===== config.mk =====
export PLATFORM = sky130hd
export DESIGN_NAME = adc_spi_master
export DESIGN_NICKNAME = d
export VERILOG_FILES = /design/src/rtl/adc_spi_master.sv
export SDC_FILE = /design/constraint.sdc
export NUM_CORES = 1
export LEC_CHECK = 0
export BUFFER_PORTS_ARGS = -buffer_cell sky130_fd_sc_hd__buf_4
export CORE_ASPECT_RATIO = 0.9
export CORE_MARGIN = 4
export CORE_UTILIZATION = 40
export DETAILED_ROUTE_END_ITERATION = 10
export GPL_TIMING_DRIVEN = 1
export PLACE_DENSITY_LB_ADDON = 0.25
export SYNTH_ARGS = -nofsm -noshare
export SYNTH_HDL_FRONTEND = slang
export SYNTH_SLANG_ARGS = --single-unit

===== constraint.sdc =====
create_clock -name Clock -period 2.45 [get_ports Clock]
set_input_delay 0.1225 -clock Clock [delete_from_list [all_inputs] [get_ports Clock]]
set_output_delay 0.1225 -clock Clock [all_outputs]
set_load 0.02 [all_outputs]

===== src/rtl/adc_spi_master.sv =====
// -----------------------------------------------------------------------------
// adc_spi_master
//
// 3-wire SPI master for single-register ADC configuration accesses.
// Each access is one 24-bit frame, sent MSB first:
//   {R/W (1 = read), 2'b00, 5'b00000, addr[7:0], data[7:0]}
// On a read, the master releases ADC_sdio for the last 8 bit periods and
// captures the ADC's reply byte.
//
// Frame timing (all in Clock cycles):
//   SETUP : SS_SETUP cycles, ss_n low, sclk low
//   SHIFT : 24 bit periods of 2*CLK_DIV cycles (sclk low half, then high half)
//   HOLD  : SS_HOLD cycles, ss_n low, sclk low
//
// Optional feature (compile macro ADC_SPI_AUTO_TRANSFER_EN):
//   every write frame is followed, after SS_HOLD cycles with ss_n high, by an
//   automatic write of 0x01 to register 0xFF (transfer/update strobe).
//   C_busy stays high across both frames and the gap. Reads are unaffected.
//
// Handshake: a command is accepted on a rising Clock edge where
// C_enable_cmd = 1 and C_busy = 0. Strobes while C_busy = 1 are dropped.
//
// Ports:
//   Clock, Reset_N         clock (rising edge) / async active-low reset
//   C_enable_cmd           single-cycle command strobe
//   C_write_read           1 = write, 0 = read
//   C_addr_frame[7:0]      register address
//   C_write_data_frame[15:0] write data; only [7:0] is sent
//   C_busy                 access in progress
//   C_read_data_frame[15:0] last read byte, zero-extended
//   ADC_sclk               SPI clock, idles low
//   ADC_ss_n               chip select, idles high
//   ADC_sdio_o/_oe/_i      bidirectional data pin (to/from the pad buffer)
// -----------------------------------------------------------------------------
module adc_spi_master #(
    parameter int CLK_DIV  = 4,
    parameter int SS_SETUP = 2,
    parameter int SS_HOLD  = 2
) (
    input  logic        Clock,
    input  logic        Reset_N,
    input  logic        C_enable_cmd,
    input  logic        C_write_read,
    input  logic [7:0]  C_addr_frame,
    input  logic [15:0] C_write_data_frame,
    output logic        C_busy,
    output logic [15:0] C_read_data_frame,
    output logic        ADC_sclk,
    output logic        ADC_ss_n,
    output logic        ADC_sdio_o,
    output logic        ADC_sdio_oe,
    input  logic        ADC_sdio_i
);

    localparam int PER  = 2 * CLK_DIV;
    localparam int CMAX = (PER > SS_SETUP) ? ((PER > SS_HOLD) ? PER : SS_HOLD)
                                           : ((SS_SETUP > SS_HOLD) ? SS_SETUP : SS_HOLD);
    localparam int CW   = $clog2(CMAX + 1);

    localparam logic [CW-1:0] PER_LAST   = CW'(PER - 1);
    localparam logic [CW-1:0] HALF       = CW'(CLK_DIV);
    localparam logic [CW-1:0] SAMPLE_CNT = CW'(CLK_DIV - 1);   // last low cycle; sclk rises at its end
    localparam logic [CW-1:0] SETUP_LAST = CW'(SS_SETUP - 1);
    localparam logic [CW-1:0] HOLD_LAST  = CW'(SS_HOLD - 1);
    localparam logic [4:0]    BIT_LAST   = 5'd23;
    localparam logic [4:0]    BIT_DATA0  = 5'd16;

    typedef enum logic [2:0] {
        IDLE  = 3'd0,
        SETUP = 3'd1,
        SHIFT = 3'd2,
        HOLD  = 3'd3,
        GAP   = 3'd4   // ss_n high between a write and its auto-transfer frame
    } state_t;

    state_t          state_q, state_d;
    logic [CW-1:0]   cnt_q, cnt_d;      // cycle counter within SETUP/HOLD/GAP or bit period
    logic [4:0]      bit_q, bit_d;      // bit period index 0..23
    logic [23:0]     sh_q, sh_d;        // outgoing frame, bit 23 on the wire
    logic [7:0]      rx_q, rx_d;        // incoming read byte
    logic            rd_q, rd_d;        // current frame is a read
    logic [15:0]     rdata_q, rdata_d;
    logic            busy_q, busy_d;
    logic            sclk_q, sclk_d;
    logic            ss_n_q, ss_n_d;
    logic            sdo_q, sdo_d;
    logic            oe_q, oe_d;
`ifdef ADC_SPI_AUTO_TRANSFER_EN
    logic            auto_q, auto_d;    // current frame is the automatic 0xFF strobe
`endif

    // Frame-load request shared by command acceptance and the auto-transfer.
    logic            load;
    logic            load_rd;
    logic [7:0]      load_addr;
    logic [7:0]      load_data;
    logic            frame_done;

    logic unused_wdata_hi;
    assign unused_wdata_hi = ^C_write_data_frame[15:8];

    always_comb begin
        state_d    = state_q;
        cnt_d      = cnt_q;
        bit_d      = bit_q;
        sh_d       = sh_q;
        rx_d       = rx_q;
        rd_d       = rd_q;
        rdata_d    = rdata_q;
`ifdef ADC_SPI_AUTO_TRANSFER_EN
        auto_d     = auto_q;
`endif
        load       = 1'b0;
        load_rd    = 1'b0;
        load_addr  = 8'h00;
        load_data  = 8'h00;
        frame_done = 1'b0;

        case (state_q)
            IDLE: begin
                // C_busy is low in IDLE, so a strobe here is always accepted.
                if (C_enable_cmd) begin
                    load      = 1'b1;
                    load_rd   = ~C_write_read;
                    load_addr = C_addr_frame;
                    load_data = C_write_data_frame[7:0];
`ifdef ADC_SPI_AUTO_TRANSFER_EN
                    auto_d    = 1'b0;
`endif
                end
            end
            SETUP: begin
                if (cnt_q == SETUP_LAST) begin
                    state_d = SHIFT;
                    cnt_d   = '0;
                    bit_d   = '0;
                end else begin
                    cnt_d = cnt_q + CW'(1);
                end
            end
            SHIFT: begin
                // Capture on the edge where sclk goes high.
                if (cnt_q == SAMPLE_CNT && rd_q && bit_q >= BIT_DATA0) begin
                    rx_d = {rx_q[6:0], ADC_sdio_i};
                end
                if (cnt_q == PER_LAST) begin
                    cnt_d = '0;
                    if (bit_q == BIT_LAST) begin
                        if (SS_HOLD > 0) begin
                            state_d = HOLD;
                        end else begin
                            frame_done = 1'b1;
                        end
                    end else begin
                        bit_d = bit_q + 5'd1;
                        sh_d  = {sh_q[22:0], 1'b0};
                    end
                end else begin
                    cnt_d = cnt_q + CW'(1);
                end
            end
            HOLD: begin
                if (cnt_q == HOLD_LAST) begin
                    frame_done = 1'b1;
                end else begin
                    cnt_d = cnt_q + CW'(1);
                end
            end
`ifdef ADC_SPI_AUTO_TRANSFER_EN
            GAP: begin
                if (cnt_q == HOLD_LAST) begin
                    load      = 1'b1;
                    load_rd   = 1'b0;
                    load_addr = 8'hFF;
                    load_data = 8'h01;
                end else begin
                    cnt_d = cnt_q + CW'(1);
                end
            end
`endif
            default: begin
                state_d = IDLE;
            end
        endcase

        if (frame_done) begin
            state_d = IDLE;
            cnt_d   = '0;
            if (rd_q) begin
                rdata_d = {8'h00, rx_d};
            end
`ifdef ADC_SPI_AUTO_TRANSFER_EN
            if (!rd_q && !auto_q) begin
                auto_d = 1'b1;
                if (SS_HOLD > 0) begin
                    state_d = GAP;
                end else begin
                    load      = 1'b1;
                    load_rd   = 1'b0;
                    load_addr = 8'hFF;
                    load_data = 8'h01;
                end
            end
`endif
        end

        if (load) begin
            rd_d    = load_rd;
            sh_d    = {load_rd, 2'b00, 5'b00000, load_addr, load_data};
            rx_d    = '0;
            cnt_d   = '0;
            bit_d   = '0;
            state_d = (SS_SETUP > 0) ? SETUP : SHIFT;
        end

        // Pin values are registered from the next state so they are glitch-free.
        busy_d = (state_d != IDLE);
        ss_n_d = (state_d == IDLE) || (state_d == GAP);
        sclk_d = (state_d == SHIFT) && (cnt_d >= HALF);
        oe_d   = (state_d inside {SETUP, SHIFT, HOLD}) &&
                 !(rd_d && ((state_d == HOLD) || (state_d == SHIFT && bit_d >= BIT_DATA0)));
        sdo_d  = oe_d & sh_d[23];
    end

    always_ff @(posedge Clock or negedge Reset_N) begin
        if (!Reset_N) begin
            state_q <= IDLE;
            cnt_q   <= '0;
            bit_q   <= '0;
            sh_q    <= '0;
            rx_q    <= '0;
            rd_q    <= 1'b0;
            rdata_q <= '0;
            busy_q  <= 1'b0;
            sclk_q  <= 1'b0;
            ss_n_q  <= 1'b1;
            sdo_q   <= 1'b0;
            oe_q    <= 1'b0;
`ifdef ADC_SPI_AUTO_TRANSFER_EN
            auto_q  <= 1'b0;
`endif
        end else begin
            state_q <= state_d;
            cnt_q   <= cnt_d;
            bit_q   <= bit_d;
            sh_q    <= sh_d;
            rx_q    <= rx_d;
            rd_q    <= rd_d;
            rdata_q <= rdata_d;
            busy_q  <= busy_d;
            sclk_q  <= sclk_d;
            ss_n_q  <= ss_n_d;
            sdo_q   <= sdo_d;
            oe_q    <= oe_d;
`ifdef ADC_SPI_AUTO_TRANSFER_EN
            auto_q  <= auto_d;
`endif
        end
    end

    assign C_busy            = busy_q;
    assign C_read_data_frame = rdata_q;
    assign ADC_sclk          = sclk_q;
    assign ADC_ss_n          = ss_n_q;
    assign ADC_sdio_o        = sdo_q;
    assign ADC_sdio_oe       = oe_q;

endmodule


==> metrics.yaml <==
timing:
  worst-slew-pin-transition_ns: 0.7204
  final.period_utilization_pct: 85.66
  slew_headroom_pct: 51.98
  fmax_mhz: 476.5
  worst_slack_ns: 0.3514
  min_period_ns: 2.099
  finalHoldViolations: 0
  rsz0062_at_grt: "false"
  timing.hold.ws_ns: 0.01747
  setup_violations: 0
  tns_ns: 0
  fin_skew_ns: 0.008781
  drv_slew: 0
routing:
  totalWireLength_um: 5350
  drt-initial-drc-count: 94
  num_vias: 2071
  avgViaCountPerCell: 5.064
  ant_nets: 0
  drtPass1Iterations: 5
  wl_per_cell_um: 13.08
  drcViolationCount: 0
worst_setup_path:
  r2r_cells: 8
  crit_path_start_kind: "flop"
  end_kind: "flop"
  arrival_ns: 2.33
  cp_max_fo: 4
  r2r_slack_ns: 0.35
  path_class: "flop to flop"
  required_ns: 2.68
  r2r_end: "ADC_sdio_o"
  regToRegStartpoint: "cnt_q[1]"
yosys:
  syn_avg_cell_area_sq_um: 9.950
  seq_area_frac_synth_pct: 53.68
  ys.flop_type: "dfrtp_1"
  synth_cells: 272
  syn_area_sq_um: 2706
  synth_cell_types: 50
  async_reset_ff_share_pct: 100.0
  ys_warn_count: 0
  synth-edff-count: 0
  ys_ff_latch: 58
placement:
  hpwlAfterDp_um: 3700
  pre_cts_slack_ns: 0.2569
  io_buffers: 33
  place_congestion: 0.8919
  place_area_sq_um: 3052
min_path:
  hold_end: "sh_q[12]"
  hold_path.class: "primary input to flop"
  hold_depth: 3
  min_from: "C_addr_frame[4]"
floorplanning:
  floorplan.initialDensity_pct: 41.09
  core-area_sq_um: 6586
  die_x_um: 94.71
  fp.dieArea_sq_um: 8148
  num_io_pins: 50
  num_rows: 28
  chipHeight_um: 86.04
final_layout:
  stdcell_area_sq_um: 3306
  fillers: 663
  final_cell_mix: "dfrtp_1, nand2_1, buf_4"
  finalNetCount: 347
  layout-drive-gt1-share_pct: 22.88
  syn2layout_area_growth_pct: 22.15
  diodes: 0
clock_tree:
  clkLatencyLatePin_ns: 0.33
  clk_pin_slew_ns: 0.06
  cts_buffers: 9
  tritoncts: "built"
  clockBufferDepth: 2
  cts_root_buf: "clkbuf_8"
  htreeDepth: 3
  post_cts_buffers: 0
  cts.sink_count: 58
outcome:
  outcome: "complete, no violations"
global_route:
  grt_overflow_total: 0
  grt_max_degree: 59
  grt_pass1_wl_um: 9259
  antenna_found_initial: 0
  globalRouteTotalUtil_pct: 14.56
  grt_pass1_vias: 1970
power_and_ir_drop:
  leakagePower_nw: 1.547
  power.total_mw: 2.296
  ir_drop_mv: 0.4489
  p_per_area_nw_per_um2: 694.5
job:
  cap_violations: 0
kinds of logic (layout without fill, tap and decap cells):
| logic type | count (synthesis) | after routing | share of synthesized area, % |
|---|---|---|---|
| simple gates | 107 | 107 | 19.14 |
| compound gates | 59 | 59 | 14.61 |
| buf+inv | 31 | 70 | 6.287 |
| flops | 58 | 58 | 53.68 |
| xor+xnor | 3 | 3 | 0.9711 |
| other cells | 1 | 9 | 0.1386 |
| fa+ha+maj | 4 | 4 | 1.849 |
| mux | 9 | 9 | 3.329 |
per-layer routing:
layer	wire length [um]	global-route usage, %
met3	302	3.684
met1	2651	20.90
met5	0	0
met4	110	7.208
met2	2286	20.36
layout make-up:
cell class	instances	area, sq um	area share [%]
clock inverters	4	73.82	2.233
clock buffers	12	155.1	4.693
well taps	90	112.6	3.407
repair buffers	46	350.3	10.60
multi-input cells	191	1131	34.22
flip-flops and latches	58	1453	43.94
inverters	8	30.03	0.9084
report_power, final:
part / switching, mW / internal, mW / total (mW)
Sequential: 0.0412 / 1.02 / 1.07
Combinational: 0.135 / 0.0989 / 0.234
Clock: 0.367 / 0.629 / 0.996
Total: 0.543 / 1.75 / 2.30
cell usage after synthesis (2+ instances only):
cell	number	share of area [%]
dfrtp_1	57	53
nand2_1	57	7.9
nor2_1	20	2.8
o21ai_0	15	2.8
a22oi_1	13	3.6
clkbuf_1	11	1.5
mux2i_1	9	3.3
buf_4	8	2.2
inv_1	8	1.1
o21ai_1	8	1.5
a21oi_1	6	1.1
nor3_1	6	1.1
ha_1	4	1.8
buf_6	3	1.2
nand2b_1	3	0.69
nand3_1	3	0.55
a311oi_1	2	0.65
a31oi_1	2	0.46
nand4_1	2	0.46
nor3b_1	2	0.55
nor4b_1	2	0.65
o22ai_1	2	0.46
xor2_1	2	0.65
state kept, by name, indices dropped and copies added, names as in the netlist, 3 cells and up:
register and count:
C_read_data_frame 8, state_q 3, rx_q 8, bit_q 5, sh_q 24, cnt_q 4
worst max path at each step:
stage	startpoint	slack, ns	endpoint	depth (start not counted)
floorplan	cnt_q[1]	0.41	ADC_sdio_o	8
global placement	cnt_q[1]	0.30	ADC_sdio_o	8
detailed placement	cnt_q[1]	0.26	ADC_sdio_o	8
CTS	cnt_q[1]	0.24	ADC_sdio_o	8
global route	cnt_q[1]	0.11	ADC_sdio_o	8
finish	cnt_q[1]	0.35	ADC_sdio_o	8
critical path, cell delays in order (launching register included):
cell      delay [ns]
dfrtp_1         0.40
inv_1           0.08
ha_1            0.16
nor3b_2         0.22
inv_1           0.08
o31a_2          0.37
a311oi_2        0.33
nand2b_1        0.11
a311oi_1        0.26
timing repair:
item | 4_1_cts | 5_1_grt
setup endpoints to repair | 0 | 1
hold buffers | 2 | 0
hold endpoints to repair | 58 | 0
gates resized for setup | 0 | 1
per-stage QoR:
stage	util, %	instances
2_1_floorplan	-	280
3_3_place_gp	46.33	391
3_5_place_dp	46.33	391
4_1_cts	50.11	409
5_1_grt	50.19	409
6_report	50.19	409
Power figures use the tool's default switching activity.
